--- config.mk ---
export PLATFORM = sky130hd
export DESIGN_NAME = muldiv_sequencer
export DESIGN_NICKNAME = d
export VERILOG_FILES = /design/src/rtl/alu_pkg.sv /design/src/rtl/muldiv_step.sv /design/src/rtl/muldiv_sequencer.sv
export SDC_FILE = /design/constraint.sdc
export NUM_CORES = 1
export LEC_CHECK = 0
export BUFFER_PORTS_ARGS = -buffer_cell sky130_fd_sc_hd__buf_2
export CAP_MARGIN = 5
export CORE_MARGIN = 1.5
export CORE_UTILIZATION = 40
export CTS_CLUSTER_SIZE = 8
export DETAILED_ROUTE_END_ITERATION = 10
export GPL_TIMING_DRIVEN = 0
export HOLD_SLACK_MARGIN = 0.1
export SYNTH_ARGS = -nofsm -noshare
export SYNTH_HDL_FRONTEND = slang
export SYNTH_SLANG_ARGS = --single-unit
--- constraint.sdc ---
create_clock -name clk -period 9.25 [get_ports clk]
set_input_delay 0.4625 -clock clk [delete_from_list [all_inputs] [get_ports clk]]
set_output_delay 0.4625 -clock clk [all_outputs]
set_load 0.05 [all_outputs]
--- src/rtl/alu_pkg.sv ---
// ---- alu_pkg: shared ALU opcodes and mult/div sequencer state encoding | rev 1.0 ----
`default_nettype none

package alu_pkg;

  localparam logic [3:0] ALU_OP_AND  = 4'b0000;
  localparam logic [3:0] ALU_OP_OR   = 4'b0001;
  localparam logic [3:0] ALU_OP_ADD  = 4'b0010;
  localparam logic [3:0] ALU_OP_XOR  = 4'b0100;
  localparam logic [3:0] ALU_OP_MULT = 4'b0101;
  localparam logic [3:0] ALU_OP_SUB  = 4'b0110;
  localparam logic [3:0] ALU_OP_SLT  = 4'b0111;
  localparam logic [3:0] ALU_OP_SLL  = 4'b1000;
  localparam logic [3:0] ALU_OP_SRL  = 4'b1001;
  localparam logic [3:0] ALU_OP_SRA  = 4'b1010;
  localparam logic [3:0] ALU_OP_DIV  = 4'b1011;
  localparam logic [3:0] ALU_OP_NOR  = 4'b1100;

  localparam int         STATE_W = 2;
  localparam logic [1:0] ST_IDLE = 2'd0;
  localparam logic [1:0] ST_MUL  = 2'd1;
  localparam logic [1:0] ST_DIV  = 2'd2;
  localparam logic [1:0] ST_DONE = 2'd3;

  localparam logic MODE_MUL = 1'b0;
  localparam logic MODE_DIV = 1'b1;

endpackage

`default_nettype wire

--- src/rtl/muldiv_step.sv ---
// ---- muldiv_step: one radix-2 shift-add (mult) or restoring-subtract (div) iteration | rev 1.0 ----
`default_nettype none

module muldiv_step
  import alu_pkg::*;
#(
  parameter int WIDTH = 32
) (
  input  logic                 mode,
  input  logic [2*WIDTH-1:0]   acc,
  input  logic [WIDTH-1:0]     operand,
  output logic [2*WIDTH-1:0]   acc_next
);

  logic [WIDTH:0] w_sum;
  logic [WIDTH:0] w_rem_sh;
  logic [WIDTH:0] w_trial;

  always_comb begin
    w_sum    = {1'b0, acc[2*WIDTH-1:WIDTH]} + {1'b0, operand};
    w_rem_sh = acc[2*WIDTH-1:WIDTH-1];
    w_trial  = w_rem_sh - {1'b0, operand};
    acc_next = '0;
    if (mode == MODE_DIV) begin
      // Shifted remainder is always below 2*divisor, so the top bit of trial is a clean sign.
      if (!w_trial[WIDTH]) begin
        acc_next = {w_trial[WIDTH-1:0], acc[WIDTH-2:0], 1'b1};
      end else begin
        acc_next = {w_rem_sh[WIDTH-1:0], acc[WIDTH-2:0], 1'b0};
      end
    end else if (acc[0]) begin
      acc_next = {w_sum, acc[WIDTH-1:1]};
    end else begin
      acc_next = {1'b0, acc[2*WIDTH-1:1]};
    end
  end

endmodule

`default_nettype wire

--- src/rtl/muldiv_sequencer.sv ---
// ---- muldiv_sequencer: iterative unsigned mult/div unit for the EX stage | rev 1.0 ----
`default_nettype none

module muldiv_sequencer
  import alu_pkg::*;
#(
  parameter int WIDTH = 32,
  parameter int CNT_W = 6
) (
  input  logic              clk,
  input  logic              rst_n,
  input  logic              start,
  input  logic [3:0]        alu_control,
  input  logic [WIDTH-1:0]  a,
  input  logic [WIDTH-1:0]  b,
  input  logic              flush,
  output logic              busy,
  output logic              done,
  output logic              stall,
  output logic [WIDTH-1:0]  hi,
  output logic [WIDTH-1:0]  lo,
  output logic [WIDTH-1:0]  result
);

  localparam logic [CNT_W-1:0] C_LAST = CNT_W'(WIDTH - 1);

  logic [STATE_W-1:0]  r_state;
  logic [STATE_W-1:0]  w_state_next;
  logic [CNT_W-1:0]    r_cnt;
  logic [2*WIDTH-1:0]  r_acc;
  logic [WIDTH-1:0]    r_operand;
  logic [2*WIDTH-1:0]  w_step_next;
  logic                w_is_mul;
  logic                w_is_div;
  logic                w_accept;
  logic                w_last;

  assign w_is_mul = (alu_control == ALU_OP_MULT);
  assign w_is_div = (alu_control == ALU_OP_DIV);
  assign w_accept = rst_n & start & (r_state == ST_IDLE) & (w_is_mul | w_is_div) & ~flush;
  assign w_last   = (r_cnt == C_LAST);

  muldiv_step #(.WIDTH(WIDTH)) u_step (
    .mode     ((r_state == ST_DIV) ? MODE_DIV : MODE_MUL),
    .acc      (r_acc),
    .operand  (r_operand),
    .acc_next (w_step_next)
  );

  always_ff @(posedge clk or negedge rst_n) begin
    if (!rst_n) begin
      r_state <= ST_IDLE;
    end else begin
      r_state <= w_state_next;
    end
  end

  always_comb begin
    w_state_next = r_state;
    case (r_state)
      ST_IDLE: begin
        if (w_accept) begin
          if (w_is_mul)       w_state_next = ST_MUL;
          else if (b == '0)   w_state_next = ST_DONE;
          else                w_state_next = ST_DIV;
        end
      end
      ST_MUL, ST_DIV: begin
        if (flush)       w_state_next = ST_IDLE;
        else if (w_last) w_state_next = ST_DONE;
      end
      ST_DONE: w_state_next = ST_IDLE;
      default: w_state_next = ST_IDLE;
    endcase
  end

  always_comb begin
    busy  = (r_state == ST_MUL) || (r_state == ST_DIV);
    done  = (r_state == ST_DONE);
    stall = busy | w_accept;
  end

  // Datapath: operands latched on accept, results committed only when entering DONE.
  always_ff @(posedge clk or negedge rst_n) begin
    if (!rst_n) begin
      r_cnt     <= '0;
      r_acc     <= '0;
      r_operand <= '0;
      hi        <= '0;
      lo        <= '0;
    end else begin
      case (r_state)
        ST_IDLE: begin
          if (w_accept) begin
            r_cnt <= '0;
            if (w_is_mul) begin
              r_acc     <= {{WIDTH{1'b0}}, b};
              r_operand <= a;
            end else if (b == '0) begin
              hi <= a;
              lo <= '1;
            end else begin
              r_acc     <= {{WIDTH{1'b0}}, a};
              r_operand <= b;
            end
          end
        end
        ST_MUL, ST_DIV: begin
          if (!flush) begin
            r_acc <= w_step_next;
            r_cnt <= r_cnt + CNT_W'(1);
            if (w_last) begin
              hi <= w_step_next[2*WIDTH-1:WIDTH];
              lo <= w_step_next[WIDTH-1:0];
            end
          end
        end
        default: ;
      endcase
    end
  end

  assign result = lo;

endmodule

`default_nettype wire
# Yosys cells after proc, flatten, opt, wreduce, memory -nomap -nowiden
# Index checks and enable logic that the tools add are counted.
# totals
inputBits	72
out_inout_bits	99
register_bits	168
wordCells	72
# classes
n_addsub	3
n_reduce_logical	10
bitwise_logic	7
muxes	32
eq_ne	14
# op_table
cell	n
$mux W64	7
$mux W32	12
$pmux W32 S2	2
$pmux W64 S2	1
$add A32 B32 Y33	1
$sub A33 B32 Y33	1
$logic_not A32 Y1	1
$mux W6	2
$pmux W6 S2	1
$ne A2 B2 Y1 const B	5
$mux W2	4
$add A6 B1 Y6 const B	1
$eq A6 B5 Y1 const B	1
$ne A3 B3 Y1 const B	2
$pmux W2 S3	1
$reduce_and A3 Y1	2
$reduce_and A6 Y1	1
$and A1 B1 Y1	4
$eq A2 B2 Y1 const B	2
$eq A4 B3 Y1 const B	1
$eq A4 B4 Y1 const B	1
$reduce_and A4 Y1	1
$eq A2 B1 Y1 const B	1
$logic_not A2 Y1	1
other kinds (8)	10

# Longest topological paths before layout
# logic_depth
word_depth	6
ltp_mapped	15
ltp_nobuf	13

# Hierarchy
# A second synthesis with hierarchy kept.
# hier_totals
cells_unflattened	1551
hier_area_um2	13088.8
# modules_own_cells
module	area_per_inst_um2	cells_per_inst	instances	seq_area_each_um2
muldiv_sequencer	8290.5	845	1	4204.0
muldiv_step	4798.4	706	1	0.0

# Worst setup path after synthesis
# Ideal clock, no wire load.
# synth_timing
kind	register to register
start	register r_acc[31]
end	register r_acc[56]
required_time_ns	9.125
t_arrival_ns	3.139
setup_time_ns	0.125
n_path_buf	1
path_slack_ns	5.987
stages_incl_launch_ff	14
period_less_slack_ns	3.263
path_cell_list	dfrtp_1 -> inv_1 -> ha_1 -> fa_1 -> nand2b_1 -> a21o_1 -> a211o_1 -> a21o_1 -> o21ai_4 -> xor2_4 -> buf_4 -> mux2i_1 -> o22ai_1 -> mux2_2
# synth_between
elab_chain_len	5
# synth_lines
element	line	source
start, declared	muldiv_sequencer.sv:30	logic [2*WIDTH-1:0] r_acc;
start signal, assigned	muldiv_sequencer.sv:97	r_acc <= {{WIDTH{1'b0}}, b};
start signal, assigned	muldiv_sequencer.sv:103	r_acc <= {{WIDTH{1'b0}}, a};
start signal, assigned	muldiv_sequencer.sv:110	r_acc <= w_step_next;
$sub A33 B32 Y33	muldiv_step.sv:22	w_trial = w_rem_sh - {1'b0, operand};
$mux W64	muldiv_step.sv:26	if (!w_trial[WIDTH]) begin
$mux W64	muldiv_step.sv:24	if (mode == MODE_DIV) begin
$mux W64	muldiv_sequencer.sv:109	if (!flush) begin
$pmux W64 S2	muldiv_sequencer.sv:92	case (r_state)
# Every way passes these cells. The select of a mux whose other input is x is not followed.
# A chain may end at the register's enable or synchronous reset.

# Worst setup path after layout
# layout_timing
start	register r_acc[31]
end	register hi[19]
# layout_between
elab_chain_len	6
# layout_lines
element	line	source
$sub A33 B32 Y33	muldiv_step.sv:22	
$mux W64	muldiv_step.sv:26	
$mux W64	muldiv_step.sv:24	
$mux W32	muldiv_sequencer.sv:112	if (w_last) begin
$mux W32	muldiv_sequencer.sv:109	
$pmux W32 S2	muldiv_sequencer.sv:92	
end signal, assigned	muldiv_sequencer.sv:113	hi <= w_step_next[2*WIDTH-1:WIDTH];
end, declared	muldiv_sequencer.sv:20	output logic [WIDTH-1:0] hi,
# Every way passes these cells. The select of a mux whose other input is x is not followed.

==> impl_results.md <==
- Largest net degree at the start of global routing: 88
- Post-synthesis cell type count: 69
- Hold depth: 3
- Number of hold violations in the final report: 0
- Fin. max-slew vios: 0
- Vias post-DR: 12560
- DRT antenna net count: 0
- Sink Count: 168
- Syn. warnings: 0
- Top_reg_cell synth: dfrtp_1
- Die width: 181.0 um
- Largest cells by area after synthesis: dfrtp_1 33%, mux2i_1 7.1%, ha_1 6.8%
- Setup_tns: 0 ns
- Fin crit period: 4.359 ns
- Syn_nets: 1662
- Rel. slew slack: 0.3609
- Vias in the first global route: 12310
- HPWL Detailed: 36840 um
- PortBufs: 170
- Grt ovf: 0
- MaxCap Viol Count: 0
- Final Skew: 0.007413 ns
- R2R cell count: 14
- Clk buf depth: 2
- Dominant cell type by area after synthesis: dfrtp_1
- Drt initial violations: 1115
- Area share of the largest cell type after synthesis: 0.3317
- DRT Wirelength: 46350 um
- DRT Pass-1 Iters: 5
- Initial cell density of the core: 0.4101
- Worst slew pin tran: 0.9586 ns
- First-pass GRT wire length: 71520 um
- TritonCTS buffer count: 17
- Core Footprint: 30910 um2
- CP Class: flip-flop to flip-flop
- Initial antenna violation count: 0
- Count leader, synth: nand2_1
- Hold Crit Class: input port to flip-flop
- Post-Syn Instances: 1519
- PostCTS Resize Cnt: 0
- Clock tree root buffer cell: clkbuf_16
- Worst Path Max Fanout: 10
- Max Clk Rate: 229.4 MHz
- # rows: 64
- Clock Pin Slew Worst Setup and Hold Paths: 0.06 ns
- Sequential share of the synthesized area: 0.3317
- Asr flop ratio synth: 1.000
- WP data required: 9.60 ns
- Synth-to-Final Area Change: 15.42%
- Drt wl/cell: 21.87 um
- Top Ports: 171
- CTS tree: done
- RSZ-0062 raised after global routing: false
- Post-synth EDFFs: 0
- RD Place Congestion: 0.9793
- Final-report setup violation count: 0
- Chip height: 181.0 um
- Vias per cell: 5.928
- Number of remaining DRC errors: 0
- Synthesized flop and latch total: 168
- Crit start category: flip-flop
- Crit share post-route: 0.4712
- N_diodes: 0
- Layout cells sized above 1: 0.1770
- Skew-Pair Late Insertion Delay: 0.44 ns
- Crit path capture type: flip-flop
- Commonest cells in the netlist: 181 x nand2_1, 168 x dfrtp_1, 151 x a21oi_1
- Gr usage total: 0.2832
- Synthesized area: 12670 um2
- Post-synthesis average cell area: 8.344 um2
- Die footprint: 32760 um2
- Status: finished, final reports clean
- H-tree depth: 4
- Final #Nets: 1853
- Critical path arrival: 4.71 ns
==> cells in the final DEF, fill, tap and decap left out, types with 11 or more instances in the layout <==
| master | instances |
|---|---|
| o211ai_1 | 17 |
| a21o_1 | 35 |
| clkbuf_1 | 69 |
| a31oi_1 | 41 |
| xnor2_1 | 31 |
| buf_2 | 179 |
| a21oi_1 | 151 |
| nand2_1 | 181 |
| xor2_1 | 20 |
| ha_1 | 69 |
| and3_1 | 14 |
| nand4_1 | 13 |
| mux2i_1 | 90 |
| nand3_1 | 20 |
| mux2_2 | 44 |
| a211oi_1 | 20 |
| inv_1 | 51 |
| nor2_1 | 128 |
| dfrtp_1 | 168 |
| o21ai_0 | 141 |
| buf_4 | 35 |
| clkbuf_16 | 17 |
| nor2b_1 | 11 |
==> final timing paths <==
kind                            slack (ns)                     to             startpoint
min in group asynchronous             0.58   r_acc[5]$_DFFE_PN0P_                  rst_n
worst max register to register        4.89     hi[19]$_DFFE_PN0P_  r_acc[31]$_DFFE_PN0P_
max in group asynchronous             7.82  r_acc[60]$_DFFE_PN0P_                  rst_n
worst min-delay path                  0.36      hi[6]$_DFFE_PN0P_                   a[6]
worst max-delay path                  4.89     hi[19]$_DFFE_PN0P_  r_acc[31]$_DFFE_PN0P_
worst min register to register        0.51   r_cnt[1]$_DFFE_PN0P_   r_cnt[1]$_DFFE_PN0P_
==> kinds of logic after synthesis <==
logic type | Yosys count | synth area share
multiplexers | 134 | 0.1102
AND/OR/NAND/NOR | 419 | 0.1437
XOR/XNOR | 53 | 0.03870
adder cells (fa/ha/maj) | 71 | 0.07127
buffers and inverters | 174 | 0.06288
flip-flops | 168 | 0.3317
AO/OA/AOI/OAI | 500 | 0.2416
==> repair_timing <==
action	in CTS	in global routing
endpoints found under the hold margin	85	0
hold buffers	1	0
buffers inserted	0	0
==> stage by stage <==
stage                     hold slack [ns]  cells  worst slack (ns)  area, um2    util
final                              0.3593   2119             4.891      14630  0.4733
after global routing               0.3699   2119             4.679      14630  0.4733
after CTS                          0.3507   2119             4.925      14630  0.4733
after detailed placement           0.4878   2086             4.947      14060  0.4548
after global placement             0.4877   2085             2.064      14020  0.4536
after floorplan                    0.1669   1519             5.987      12670       -
==> layer usage <==
metal,share of wire,up-vias,routed length (um),GRT usage
li1,-,5824,-,-
met5,0,-,0,0
met3,0.075,78,3473,0.04676
met2,0.45,538,20710,0.4511
met4,0.031,0,1427,0.08933
met1,0.45,6122,20730,0.3926
==> critical path: stages, from the launching register on <==
cell	delay, ns
dfrtp_1	0.51
inv_1	0.15
ha_1	0.28
fa_1	0.45
nand2b_1	0.21
a21o_1	0.20
a211o_1	0.34
a21o_1	0.25
o21ai_4	0.26
xor2_4	0.38
buf_2	0.40
nand2_1	0.18
a32oi_1	0.36
mux2i_1	0.13
o21ai_0	0.17
==> cell type report <==
type	instances	area, um2
fill	3091	16280
multi-input combinational	1177	7674
sequential	168	4204
timing repair buffer	172	898.4
buffer	122	601.8
tap	396	495.5
clock buffer	23	488.0
inverter	52	195.2
clock inverter	9	72.57
==> flip-flops by register name (all words and copies together) (netlist names) <==
signal	cells
hi	32
lo	32
r_acc	64
r_cnt	6
r_operand	32
r_state	2
Power is not shown: default switching activity piles up to over one toggle a cycle in this logic, so the estimate is an artifact.
